`src/rtl/ps2_pkg.sv`:
```
// Shared PS/2 definitions: state encoding, default timing and keyboard command bytes.
// Imported by the host transmitter and the keyboard receiver.
package ps2_pkg;

  localparam int INHIBIT_CYCLES_DEF = 5000;    // 100 us at 50 MHz
  localparam int TIMEOUT_CYCLES_DEF = 750000;  // 15 ms at 50 MHz

  localparam logic [2:0] ST_IDLE    = 3'd0;
  localparam logic [2:0] ST_INHIBIT = 3'd1;
  localparam logic [2:0] ST_START   = 3'd2;
  localparam logic [2:0] ST_SHIFT   = 3'd3;
  localparam logic [2:0] ST_ACK     = 3'd4;
  localparam logic [2:0] ST_RELEASE = 3'd5;

  localparam logic [7:0] SET_LEDS = 8'hED;
  localparam logic [7:0] RESET    = 8'hFF;
  localparam logic [7:0] ENABLE   = 8'hF4;
  localparam logic [7:0] ACK      = 8'hFA;

  function automatic logic odd_parity(input logic [7:0] b);
    return ~^b;
  endfunction

endpackage

```
`src/rtl/ps2_host_tx_if.sv`:
```
// Byte request/response handshake plus the open-drain PS/2 line pair of the host transmitter.
// master = requester/line side, slave = transmitter.
interface ps2_host_tx_if;
  logic [7:0] tx_data;
  logic       tx_valid;
  logic       tx_ready;
  logic       tx_done;
  logic       tx_err;
  logic       busy;
  logic       PS2_Clk;
  logic       PS2_Din;
  logic       ps2_clk_oe;
  logic       ps2_data_oe;

  modport master (
    output tx_data, tx_valid, PS2_Clk, PS2_Din,
    input  tx_ready, tx_done, tx_err, busy, ps2_clk_oe, ps2_data_oe
  );

  modport slave (
    input  tx_data, tx_valid, PS2_Clk, PS2_Din,
    output tx_ready, tx_done, tx_err, busy, ps2_clk_oe, ps2_data_oe
  );
endinterface

```
`src/rtl/ps2_line_sync.sv`:
```
// 4-stage synchronizers for the raw PS/2 clock and data lines plus a one-cycle clock falling-edge pulse.
// Fall pulse arrives two clk cycles after the line drops; no backpressure.
module ps2_line_sync (
  input  logic clk,
  input  logic rst,
  input  logic ps2_clk_in,
  input  logic ps2_dat_in,
  output logic clk_sync,
  output logic dat_sync,
  output logic clk_fall
);

  logic [3:0] clk_sh_q, clk_sh_d;
  logic [3:0] dat_sh_q, dat_sh_d;

  always_comb begin
    clk_sh_d = {clk_sh_q[2:0], ps2_clk_in};
    dat_sh_d = {dat_sh_q[2:0], ps2_dat_in};
  end

  always_ff @(posedge clk or negedge rst) begin
    if (!rst) begin
      clk_sh_q <= 4'b0;
      dat_sh_q <= 4'b0;
    end else begin
      clk_sh_q <= clk_sh_d;
      dat_sh_q <= dat_sh_d;
    end
  end

  // Oldest stage as the level: data is then at least as old as a just-detected clock fall.
  assign clk_sync = clk_sh_q[3];
  assign dat_sync = dat_sh_q[3];
  assign clk_fall = (clk_sh_q[1:0] == 2'b00) && (clk_sh_q[3:2] == 2'b11);

endmodule

```
`src/rtl/ps2_host_tx.sv`:
```
// Host-to-keyboard PS/2 frame sender: inhibit, start, 8 data LSB first, odd parity, stop, device ACK.
// Clock line pulled the cycle after accept; tx_ready low for the whole frame, requests while busy are dropped.
module ps2_host_tx
  import ps2_pkg::*;
#(
  parameter int INHIBIT_CYCLES = INHIBIT_CYCLES_DEF,
  parameter int TIMEOUT_CYCLES = TIMEOUT_CYCLES_DEF
) (
  input logic           clk,
  input logic           rst,
  ps2_host_tx_if.slave  bus
);

  localparam int ICW = $clog2(INHIBIT_CYCLES + 1);
  localparam int TW  = $clog2(TIMEOUT_CYCLES + 1);

  logic [2:0]     state_q, state_d;
  logic [ICW-1:0] icnt_q, icnt_d;
  logic [TW-1:0]  tmo_q, tmo_d;
  logic [3:0]     bit_cnt_q, bit_cnt_d;
  logic [9:0]     frame_q, frame_d;
  logic           cur_bit_q, cur_bit_d;
  logic           ack_q, ack_d;
  logic           clk_sync, dat_sync, clk_fall;
  logic           tmo_hit, done, err, clk_oe, data_oe;

  ps2_line_sync u_sync (
    .clk        (clk),
    .rst        (rst),
    .ps2_clk_in (bus.PS2_Clk),
    .ps2_dat_in (bus.PS2_Din),
    .clk_sync   (clk_sync),
    .dat_sync   (dat_sync),
    .clk_fall   (clk_fall)
  );

  assign tmo_hit = ((state_q == ST_SHIFT) || (state_q == ST_ACK) || (state_q == ST_RELEASE))
                   && (tmo_q == TW'(TIMEOUT_CYCLES));

  always_comb begin
    state_d   = state_q;
    icnt_d    = icnt_q;
    tmo_d     = tmo_q;
    bit_cnt_d = bit_cnt_q;
    frame_d   = frame_q;
    cur_bit_d = cur_bit_q;
    ack_d     = ack_q;
    done      = 1'b0;
    err       = 1'b0;
    clk_oe    = 1'b0;
    data_oe   = 1'b0;

    // Runs from START on, so an unanswered start bit aborts exactly TIMEOUT_CYCLES later.
    if ((state_q != ST_IDLE) && (state_q != ST_INHIBIT))
      tmo_d = clk_fall ? '0 : tmo_q + TW'(1);

    case (state_q)
      ST_IDLE: begin
        if (bus.tx_valid) begin
          frame_d = {1'b1, odd_parity(bus.tx_data), bus.tx_data};
          icnt_d  = '0;
          ack_d   = 1'b0;
          state_d = ST_INHIBIT;
        end
      end
      ST_INHIBIT: begin
        clk_oe = 1'b1;
        if (icnt_q == ICW'(INHIBIT_CYCLES - 1)) begin
          data_oe = 1'b1;
          tmo_d   = '0;
          state_d = ST_START;
        end else begin
          icnt_d = icnt_q + ICW'(1);
        end
      end
      ST_START: begin
        data_oe   = 1'b1;
        bit_cnt_d = '0;
        cur_bit_d = 1'b0;
        state_d   = ST_SHIFT;
      end
      ST_SHIFT: begin
        if (tmo_hit) begin
          err     = 1'b1;
          state_d = ST_IDLE;
        end else begin
          data_oe = ~cur_bit_q;
          if (clk_fall) begin
            cur_bit_d = frame_q[0];
            frame_d   = {1'b0, frame_q[9:1]};
            bit_cnt_d = bit_cnt_q + 4'd1;
            if (bit_cnt_q == 4'd9) state_d = ST_ACK;
          end
        end
      end
      ST_ACK: begin
        if (tmo_hit) begin
          err     = 1'b1;
          state_d = ST_IDLE;
        end else if (clk_fall) begin
          if (!dat_sync) begin
            ack_d   = 1'b1;
            state_d = ST_RELEASE;
          end else begin
            err     = 1'b1;
            state_d = ST_IDLE;
          end
        end
      end
      ST_RELEASE: begin
        if (tmo_hit) begin
          err     = 1'b1;
          state_d = ST_IDLE;
        end else if (ack_q && clk_sync && dat_sync) begin
          done    = 1'b1;
          state_d = ST_IDLE;
        end
      end
      default: state_d = ST_IDLE;
    endcase
  end

  always_ff @(posedge clk or negedge rst) begin
    if (!rst) begin
      state_q   <= ST_IDLE;
      icnt_q    <= '0;
      tmo_q     <= '0;
      bit_cnt_q <= '0;
      frame_q   <= '0;
      cur_bit_q <= 1'b0;
      ack_q     <= 1'b0;
    end else begin
      state_q   <= state_d;
      icnt_q    <= icnt_d;
      tmo_q     <= tmo_d;
      bit_cnt_q <= bit_cnt_d;
      frame_q   <= frame_d;
      cur_bit_q <= cur_bit_d;
      ack_q     <= ack_d;
    end
  end

  // Line drives decode the registered state, so reset releases them without waiting for a clock.
  assign bus.ps2_clk_oe  = clk_oe;
  assign bus.ps2_data_oe = data_oe;
  assign bus.tx_ready    = (state_q == ST_IDLE);
  assign bus.busy        = (state_q != ST_IDLE);
  assign bus.tx_done     = done;
  assign bus.tx_err      = err;

endmodule

```
`src/flat_wrapper.sv`:
```
// flat-port wrapper written by rule: the top's interface ports become plain ports
module ps2_host_tx_flat import ps2_pkg::*;
#(
  parameter int INHIBIT_CYCLES = INHIBIT_CYCLES_DEF,
  parameter int TIMEOUT_CYCLES = TIMEOUT_CYCLES_DEF
)
  (clk, rst, bus_tx_data, bus_tx_valid, bus_PS2_Clk, bus_PS2_Din, bus_tx_ready, bus_tx_done, bus_tx_err, bus_busy, bus_ps2_clk_oe, bus_ps2_data_oe);
  ps2_host_tx_if bus_i ();
  input logic clk;
  input logic rst;
  input wire logic [$bits(bus_i.tx_data)-1:0] bus_tx_data;
  input wire logic [$bits(bus_i.tx_valid)-1:0] bus_tx_valid;
  input wire logic [$bits(bus_i.PS2_Clk)-1:0] bus_PS2_Clk;
  input wire logic [$bits(bus_i.PS2_Din)-1:0] bus_PS2_Din;
  output wire logic [$bits(bus_i.tx_ready)-1:0] bus_tx_ready;
  output wire logic [$bits(bus_i.tx_done)-1:0] bus_tx_done;
  output wire logic [$bits(bus_i.tx_err)-1:0] bus_tx_err;
  output wire logic [$bits(bus_i.busy)-1:0] bus_busy;
  output wire logic [$bits(bus_i.ps2_clk_oe)-1:0] bus_ps2_clk_oe;
  output wire logic [$bits(bus_i.ps2_data_oe)-1:0] bus_ps2_data_oe;
  assign bus_i.tx_data = bus_tx_data;
  assign bus_i.tx_valid = bus_tx_valid;
  assign bus_i.PS2_Clk = bus_PS2_Clk;
  assign bus_i.PS2_Din = bus_PS2_Din;
  assign bus_tx_ready = bus_i.tx_ready;
  assign bus_tx_done = bus_i.tx_done;
  assign bus_tx_err = bus_i.tx_err;
  assign bus_busy = bus_i.busy;
  assign bus_ps2_clk_oe = bus_i.ps2_clk_oe;
  assign bus_ps2_data_oe = bus_i.ps2_data_oe;
  ps2_host_tx #(.INHIBIT_CYCLES(INHIBIT_CYCLES), .TIMEOUT_CYCLES(TIMEOUT_CYCLES)) u_core (.clk(clk), .rst(rst), .bus(bus_i));
endmodule
```
`config.mk`:
```
export PLATFORM = sky130hd
export DESIGN_NAME = ps2_host_tx_flat
export DESIGN_NICKNAME = d
export VERILOG_FILES = /design/src/rtl/ps2_pkg.sv /design/src/rtl/ps2_host_tx_if.sv /design/src/rtl/ps2_line_sync.sv /design/src/rtl/ps2_host_tx.sv /design/src/flat_wrapper.sv
export SDC_FILE = /design/constraint.sdc
export NUM_CORES = 1
export LEC_CHECK = 0
export ABC_AREA = 1
export CORE_ASPECT_RATIO = 0.6
export CORE_MARGIN = 1.5
export CORE_UTILIZATION = 45
export CTS_CLUSTER_SIZE = 20
export DETAILED_ROUTE_END_ITERATION = 7
export HOLD_SLACK_MARGIN = 0.05
export PLACE_DENSITY = 0.6
export SYNTH_ARGS = -nofsm -noshare
export SYNTH_HDL_FRONTEND = slang
export SYNTH_SLANG_ARGS = --single-unit
```
`constraint.sdc`:
```
create_clock -name clk -period 3 [get_ports clk]
set_clock_uncertainty 0.1 [all_clocks]
set_input_delay 0.6 -clock clk [delete_from_list [all_inputs] [get_ports clk]]
set_output_delay 0.6 -clock clk [all_outputs]
set_load 0.02 [all_outputs]
```
# ---- Word-level counts from Yosys, hierarchy flattened
# Cells that the tools add are included.
dict set report op_classes {
  n_mux 45
  reduce_logical 21
  bitwise 1
  eq_ne 22
  add_sub_neg 3
}
# operator n
set op_table {}
lappend op_table {{20-bit 2-to-1 mux} 4}
lappend op_table {{10-bit 2-to-1 mux} 3}
lappend op_table {{3-bit 2-to-1 mux} 10}
lappend op_table {{13-bit 2-to-1 mux} 2}
lappend op_table {{13-bit one-hot mux with 2 select lines} 1}
lappend op_table {{20-bit by 1-bit adder with 20-bit output, second input constant} 1}
lappend op_table {{20-bit == test, second input constant} 1}
lappend op_table {{10-bit one-hot mux with 2 select lines} 1}
lappend op_table {{3-bit one-hot mux with 6 select lines} 1}
lappend op_table {{1-bit 2-to-1 mux} 16}
lappend op_table {{13-bit by 1-bit adder with 13-bit output, second input constant} 1}
lappend op_table {{13-bit == test, second input constant} 1}
lappend op_table {{2-bit != test, second input constant} 5}
lappend op_table {{3-bit by 1-bit != test with 1-bit output, second input constant} 3}
lappend op_table {{4-bit 2-to-1 mux} 2}
lappend op_table {{4-bit one-hot mux with 2 select lines} 1}
lappend op_table {{2-bit nonzero test} 4}
lappend op_table {{8-bit XNOR reduction} 1}
lappend op_table {{3-bit by 2-bit == test with 1-bit output, second input constant} 2}
lappend op_table {{3-bit == test, second input constant} 2}
lappend op_table {{2-bit by 1-bit != test with 1-bit output, second input constant} 3}
lappend op_table {{3-bit by 2-bit != test with 1-bit output, second input constant} 2}
lappend op_table {{1-bit one-hot mux with 2 select lines} 3}
lappend op_table {{3-bit AND reduction} 2}
lappend op_table {{other kinds (15)} 20}
dict set report totals {
  register_bits 60
  elab_cells 101
  output_inout_bits 6
}

# ---- Logic depth before layout (Yosys ltp)
# Gate-level depths: netlist of the first run.
dict set report logic_depth {
  word_depth 6
  depth_mapped 12
  ltp_nobuf 11
}

# ---- Cells and area by module
# A second synthesis of the first run with hierarchy kept.
dict set report unflattened {
  hier_cells 448
  area_unflattened_um2 3423.3
}
# mod cells_each area_per_inst_um2 instances seq_area_each_um2
set by_module_without_submodules {}
lappend by_module_without_submodules {ps2_host_tx 435 3201.8 1 1301.2}
lappend by_module_without_submodules {ps2_line_sync 13 221.5 1 200.2}

# ---- Least setup slack after synthesis of the first run
# Ideal clock, no wire load.
dict set report synth_path {
  path_kind {reg-to-output}
  from {reg u_core.state_q[2]}
  to {out bus_ps2_data_oe}
  arrival_time_ns 1.469
  path_buffers 1
  path_slack_ns 0.831
  path_stages_with_launch 7
  path_cell_list {dfrtp_1 > inv_1 > nand2_1 > nor2_4 > buf_6 > nand2_1 > o21ai_0}
}
dict set report synth_between {
  elab_chain_cells 6
  word_cells_on_any_way 10
  classes_between {eq/ne (5); mux (2); reduce/logical (3)}
}
# element line
set synth_rtl {}
lappend synth_rtl {{start, declared} ps2_host_tx.sv:17} ;# logic [2:0] state_q, state_d;
lappend synth_rtl {{start signal, assigned} ps2_host_tx.sv:133} ;# state_q <= state_d;
lappend synth_rtl {{3-bit by 2-bit == test with 1-bit output or 3-bit == test (tied branches)} {ps2_host_tx.sv:37, ps2_host_tx.sv:57}}
lappend synth_rtl {{1-bit logical OR (2 in a row)} ps2_host_tx.sv:37} ;# assign tmo_hit = ((state_q == ST_SHIFT) || (state_q == ST_ACK) || (state_q == ST_RELEASE))
lappend synth_rtl {{1-bit logical AND} ps2_host_tx.sv:38} ;# && (tmo_q == TW'(TIMEOUT_CYCLES));
lappend synth_rtl {{1-bit 2-to-1 mux} ps2_host_tx.sv:83} ;# if (tmo_hit) begin
lappend synth_rtl {{1-bit one-hot mux with 3 select lines *} ps2_host_tx.sv:57} ;# case (state_q)
lappend synth_rtl {{end, declared} flat_wrapper.sv:20} ;# output wire logic [$bits(bus_i.ps2_data_oe)-1:0] bus_ps2_data_oe;
# Every way passes the cells marked *; elsewhere a longest branch is shown, timed or not.

# ---- Worst setup path after layout of the first run
dict set report layout_path {
  from {reg u_core.icnt_q[0]}
  to {out bus_ps2_data_oe}
}
dict set report layout_between {
  elab_chain_cells 3
}
# element line
set layout_rtl {}
lappend layout_rtl {{start, declared} ps2_host_tx.sv:18} ;# logic [ICW-1:0] icnt_q, icnt_d;
lappend layout_rtl {{start signal, assigned} ps2_host_tx.sv:134} ;# icnt_q <= icnt_d;
lappend layout_rtl {{13-bit == test} ps2_host_tx.sv:68} ;# if (icnt_q == ICW'(INHIBIT_CYCLES - 1)) begin
lappend layout_rtl {{1-bit 2-to-1 mux} ps2_host_tx.sv:68}
lappend layout_rtl {{1-bit one-hot mux with 3 select lines} ps2_host_tx.sv:57}
# Every way passes these cells.

==> out/qor.yml, run 1 <==
cells_and_area:
  n_antenna_cell: 0
  final_area_sq_um: 4090
  finalNetCount: 510
  n_fill_cell: 713
  drive_gt1_frac: 0.0785
  syn2layout_area_growth_pct: 17.3
sta:
  tightest_slew_ns: 0.451
  setup_viol_count_final: 0
  drv_slew: 0
  post-route-period-util: 0.962
  fin_setup_tns_ns: 0
  finalHoldViolCount: 0
  rsz0062_at_grt: "false"
  post-route-min-period_ns: 2.89
  max_freq_ghz: 0.346
  slew-limit-headroom: 0.697
grt:
  grt_usage: 0.222
  gr-total-overflow: 0
  antenna_found_initial: 0
  grt_max_degree: 25
  first_global_vias: 2733
  grt_pass1_wl_microns: 13800
synthesis:
  syn-num-nets: 480
  yosysSeqAreaShare: 0.431
  ys_seq_elements: 60
  yosysWarnings: 0
  synth_top_area_share: 0.431
  yosys.area.top_type: "dfrtp_1"
  synth.avg_cell_area_sq_um: 7.55
  synth_area_leaders: "dfrtp_1 43%, nand2_1 13%, nor2_1 5.8%, inv_1 5.7%, nand3_1 4.6%"
  synth.distinct_cells: 32
  synth_area_sq_um: 3490
  synthCells: 462
die:
  die_area_sq_um: 8300
  die_x_microns: 117
  io_pins: 19
  start_util: 0.472
  rows: 24
  die_h_microns: 71.2
  core_sq_um: 7390
place:
  dp_hpwl_microns: 6070
  port_buffers: 18
  gp_congestion: 0.958
  place_area_sq_um: 3790
routing:
  wl_met1_microns: 4740
  first_iter_violations: 230
  routed-wl-met2_microns: 2690
  vias: 2976
  drc: 0
  top_layer: "met4"
  ant_nets: 0
  wl_per_cell_microns: 13.5
  via_per_inst: 4.95
  wl_microns: 8140
  drt_first_pass_iters: 4
  routed-wl-met3_microns: 597
setup_path:
  criticalPathCategory: "flop to output port"
  cp.required_ns: 2.30
  path_max_fanout: 6
  arrival_ns: 2.19
  critical_path.slowest_cell: "dfrtp_1"
  setup.worst_path.start_class: "flop"
  max_stage_delay_ns: 0.44
  cp_cell_sequence: "ha_1 -> nand2_1 -> nor2_1 -> nand3_1 -> nor2_1 -> a31oi_1 -> o21ai_0 -> dlygate4sd1_1"
  cpLargestDelayFamily: "compound AO/OA/AOI/OAI gates"
  ff2ff_path_depth: 8
  path_depth: 8
  critPathCaptureType: "output port"
  cp_common_cell: "nor2_1"
  path_buf_inv: 1
status:
  outcome: "completed"
clock_tree:
  clk_pin_slew_ns: 0.06
  cts_hold_buf: 0
  htree_levels: 3
  cts.sinks: 60
  clk_path_buf_depth: 2
  cts_tree: "built"
  cts_root_buf: "clkbuf_16"
  cts_buffers: 9
  clock_latency_ns: 0.33
run:
  cap_violations: 0
pwr:
  p_leak_nw: 1.86
  power.density_nw_per_um2: 811
  ir_drop_uv: 359
min_path:
  hold_class: "input port to async pin"
[stage by stage]
step | setup slack (ns) | hold slack (ns) | power [mW] | utilization | std cells
finish | 0.114 | 0.0763 | 3.32 | 0.554 | 601
global route | 0.000589 | 0.104 | 3.56 | 0.554 | 601
global placement | 0.271 | 0.232 | 2.27 | 0.513 | 585
detailed placement | 0.230 | 0.237 | 2.28 | 0.513 | 585
CTS | 0.0929 | 0.0822 | 3.33 | 0.554 | 601
floorplan | 0.831 | 0.204 | 2.00 | - | 462
[final timing paths]
check / startpoint / slack (ns) / end
max in group asynchronous: rst / 2.08 / u_core.icnt_q[7]
worst min register to register: u_core.u_sync.dat_sh_q[0] / 0.25 / u_core.u_sync.dat_sh_q[1]
min in group clk: u_core.u_sync.dat_sh_q[0] / 0.25 / u_core.u_sync.dat_sh_q[1]
worst min-delay path: rst / 0.08 / u_core.tmo_q[15]
worst max-delay path: u_core.icnt_q[0] / 0.11 / bus_ps2_data_oe
worst max register to register: u_core.state_q[1] / 0.87 / u_core.icnt_q[0]
[final cells by class]
class | instances | area, sq um | share of cell area
repair buffers | 24 | 218 | 0.0532
clock buffers | 11 | 243 | 0.0593
clock inverters | 5 | 61.3 | 0.0150
flip-flops and latches | 60 | 1500 | 0.367
inverters | 60 | 230 | 0.0563
well taps | 104 | 130 | 0.0318
multi-input cells | 337 | 1710 | 0.417
[kinds of logic after synthesis]
logic type	Yosys count	synth area share
XOR/XNOR	15	0.0377
AO/OA/AOI/OAI	60	0.0962
adder cells (fa/ha/maj)	5	0.0179
multiplexers	1	0.00287
flip-flops	60	0.431
AND/OR/NAND/NOR	256	0.335
buffers and inverters	65	0.0800
[state kept, by name, indices dropped and copies added, names as in the netlist]
signal and count:
u_core.tmo_q 20, u_core.icnt_q 13, u_core.frame_q 10, u_core.bit_cnt_q 4
u_core.u_sync.clk_sh_q 4, u_core.u_sync.dat_sh_q 4, u_core.state_q 3, u_core.ack_q 1
u_core.cur_bit_q 1
[synth_stat cells, drive strengths merged]
cell,number
nor4,1
nand2,125
a21oi,15
mux2i,1
nor3,23
xor2,11
o31ai,1
o21a,3
o21ai,35
buf,5
nand4,11
clkinv,1
nand3b,2
dfrtp,60
nor3b,2
nand3,32
inv,59
nor2,60
a31oi,1
ha,5
xnor2,4
o22ai,5
[report_power, final]
group | total (mW) | switching, mW | internal (mW)
Clock | 1.04 | 0.372 | 0.666
Combinational | 1.10 | 0.720 | 0.379
Sequential | 1.18 | 0.173 | 1.01
Total | 3.32 | 1.27 | 2.05
[per-layer routing]
layer | up-vias | GRT usage
li1 | 1553 | -
met1 | 1324 | 0.373
met2 | 88 | 0.250
met3 | 11 | 0.0763
met4 | 0 | 0.0723
met5 | - | 0
[cells in the final DEF (no fill, tap or decap), drive strengths merged]
cell type / instances
clkbuf: 11
o21ai: 35
o31ai: 1
a31oi: 1
nand3: 32
dfrtp: 60
bufinv: 1
xnor2: 4
dlygate4sd1: 1
ha: 5
clkdlybuf4s50: 15
nand3b: 2
nand4: 11
nor3b: 2
clkinvlp: 3
nor2: 60
nor3: 23
clkinv: 2
nand2: 125
nor4: 1
o21a: 3
buf: 7
inv: 59
dlygate4sd2: 1
o22ai: 5
xor2: 11
mux2i: 1
a21oi: 15
[what timing repair did]
item | CTS | global route
setup buffers | 0 | 0
endpoints found under the setup margin | 2 | 1
resized for setup | 2 | 2
gates cloned | 0 | 0
Note: power is estimated with default switching activity, not from simulation.
==> run 2: changes to the inputs <==
--- a/config.mk
+++ b/config.mk
@@ -7,7 +7,7 @@
 export LEC_CHECK = 0
 export ABC_AREA = 1
 export CORE_ASPECT_RATIO = 0.6
-export CORE_MARGIN = 1.5
+export CORE_MARGIN = 5
 export CORE_UTILIZATION = 45
 export CTS_CLUSTER_SIZE = 20
 export DETAILED_ROUTE_END_ITERATION = 7
==> run 2 against run 1 <==
Compared with the run above: largest power group unchanged; first-iteration DRC count grew 13%; via count grew 2.8%; sequential power is essentially flat; fmax grew 0.42%; global-route usage shrank 4.2 points; worst setup slack gained 0.012 ns; critical endpoint is now bus_tx_done; cell area shrank 0.58%; sequential share of layout area grew 0.21 points; critical path depth shrank 3.
==> out/qor.yml, run 2 (synthesis gave the netlist of run 1 again) <==
status:
  outcome: "completed"
sta:
  tightest_slew_ns: 0.431
  slew-limit-headroom: 0.710
  post-route-period-util: 0.958
  finalHoldViolCount: 0
  drv_slew: 0
  post-route-min-period_ns: 2.87
  max_freq_ghz: 0.348
  rsz0062_at_grt: "false"
  setup_viol_count_final: 0
  fin_setup_tns_ns: 0
die:
  die_x_microns: 124
  start_util: 0.472
  die_h_microns: 78.2
  core_sq_um: 7390
  io_pins: 19
  die_area_sq_um: 9670
  rows: 24
min_path:
  hold_class: "input port to async pin"
routing:
  wl_microns: 8120
  first_iter_violations: 260
  vias: 3059
  ant_nets: 0
  wl_per_cell_microns: 13.5
  via_per_inst: 5.08
  drc: 0
  drt_first_pass_iters: 5
setup_path:
  critical_path.slowest_cell: "clkdlybuf4s50_1"
  critPathLaunch: "u_core.state_q[0]"
  cp-endpoint: "bus_tx_done"
  cpLargestDelayFamily: "buffers and inverters"
  critPathCaptureType: "output port"
  arrival_ns: 2.17
  path_max_fanout: 5
  ff2ff_path_depth: 8
  r2r_end: "u_core.tmo_q[2]"
  setup.worst_path.start_class: "flop"
  worstReg2RegStart: "u_core.icnt_q[0]"
  criticalPathCategory: "flop to output port"
  r2r_setup_slack_ns: 0.99
  max_stage_delay_ns: 0.63
  path_buf_inv: 2
  cp_cell_sequence: "inv_2 -> nor3_1 -> nand2_1 -> nor2_1 -> clkdlybuf4s50_1"
  cp.required_ns: 2.30
  path_depth: 5
pwr:
  pwr-share-comb: 0.345
  ir_drop_uv: 348
  power_frac_seq: 0.372
  finalPower_mw: 3.17
  switchingPower_mw: 1.23
  swShare: 0.388
  p_leak_nw: 1.86
  power.density_nw_per_um2: 780
  internal_power_mw: 1.94
  clkPwrFrac: 0.283
cells_and_area:
  mostFrequentLayoutCells: "124 x nand2_1, 60 x dfrtp_1, 54 x nor2_1, 53 x inv_1, 32 x nand3_1"
  finalNetCount: 512
  largest_registers: "u_core.tmo_q (20), u_core.icnt_q (13), u_core.frame_q (10)"
  drive_gt1_frac: 0.0823
  top_register: "u_core.tmo_q"
  fin_util: 0.550
  n_antenna_cell: 0
  syn2layout_area_growth_pct: 16.6
  largest_reg_flops: 20
  n_fill_cell: 727
  final_common_cell: "nand2_1"
  stdcell_count: 602
grt:
  antenna_found_initial: 0
  gr-total-overflow: 0
  grt_max_degree: 26
  grt_pass1_wl_microns: 13700
  first_global_vias: 2808
  grt_usage: 0.180
place:
  dp_hpwl_microns: 6180
  port_buffers: 18
  dp.cells: 587
  gp_congestion: 1.02
run:
  cap_violations: 0
clock_tree:
  clock_latency_ns: 0.33
  clk_pin_slew_ns: 0.05
  htree_levels: 3
  cts_buffers: 9
  cts_root_buf: "clkbuf_16"
  clk_path_buf_depth: 2
  cts.sinks: 60
  cts_tree: "built"
run 2: area by class of cell:
| class | instances | area [sq um] | share of cell area |
|---|---|---|---|
| tap | 104 | 130 | 0.0320 |
| clock inverter | 5 | 30.0 | 0.00738 |
| inverter | 60 | 230 | 0.0566 |
| timing repair buffer | 26 | 233 | 0.0572 |
| clock buffer | 10 | 229 | 0.0563 |
| multi-input combinational | 337 | 1710 | 0.421 |
| sequential | 60 | 1500 | 0.369 |
run 2: through the flow:
stage | hold WS (ns) | setup slack [ns] | area (sq um)
after floorplan | 0.204 | 0.831 | 3490
final | 0.114 | 0.126 | 4070
after detailed placement | 0.236 | 0.272 | 3800
after global placement | 0.234 | 0.280 | 3800
after global routing | 0.145 | 0.00749 | 4070
after CTS | 0.119 | 0.141 | 4060
run 2: worst register-to-register path, delay by kind of cell, from the launching register on:
kind / cells / cell delay [ns]
buffers and inverters: 1 / 0.26
DFF: 1 / 0.43
and+or+nand+nor: 3 / 0.31
AOI/OAI and AO/OA: 3 / 0.53
adders and majority gates: 1 / 0.26
run 2: layer usage:
| metal | up-vias | routed length (microns) | GRT usage |
|---|---|---|---|
| li1 | 1565 | - | - |
| met1 | 1392 | 4500 | 0.294 |
| met2 | 90 | 2880 | 0.215 |
| met3 | 12 | 633 | 0.0611 |
| met4 | 0 | 111 | 0.0552 |
| met5 | - | 0 | 0 |
run 2: how the worst min path moves through the flow:
stage / end / slack [ns] / startpoint
6_report: u_core.tmo_q[0] / 0.11 / rst
5_1_grt: u_core.tmo_q[0] / 0.14 / rst
2_1_floorplan: u_core.ack_q / 0.20 / rst
4_1_cts: u_core.tmo_q[0] / 0.12 / rst
3_3_place_gp: u_core.u_sync.dat_sh_q[1] / 0.23 / u_core.u_sync.dat_sh_q[0]
3_5_place_dp: u_core.u_sync.dat_sh_q[3] / 0.24 / u_core.u_sync.dat_sh_q[2]
run 2: timing repair:
item / in CTS / in global routing
endpoints found under the setup margin: 2 / 1
setup buffers: 0 / 0
resized for setup: 2 / 1
hold buffers: 0 / 0
run 2: power by group through the flow:
stage	Clock [mW]	Sequential [mW]	Combinational, mW
5_1_grt	0.966	1.21	1.25
3_3_place_gp	0	1.18	1.10
6_report	0.898	1.18	1.09
3_5_place_dp	0	1.19	1.09
2_1_floorplan	0	1.15	0.847
4_1_cts	0.918	1.18	1.09
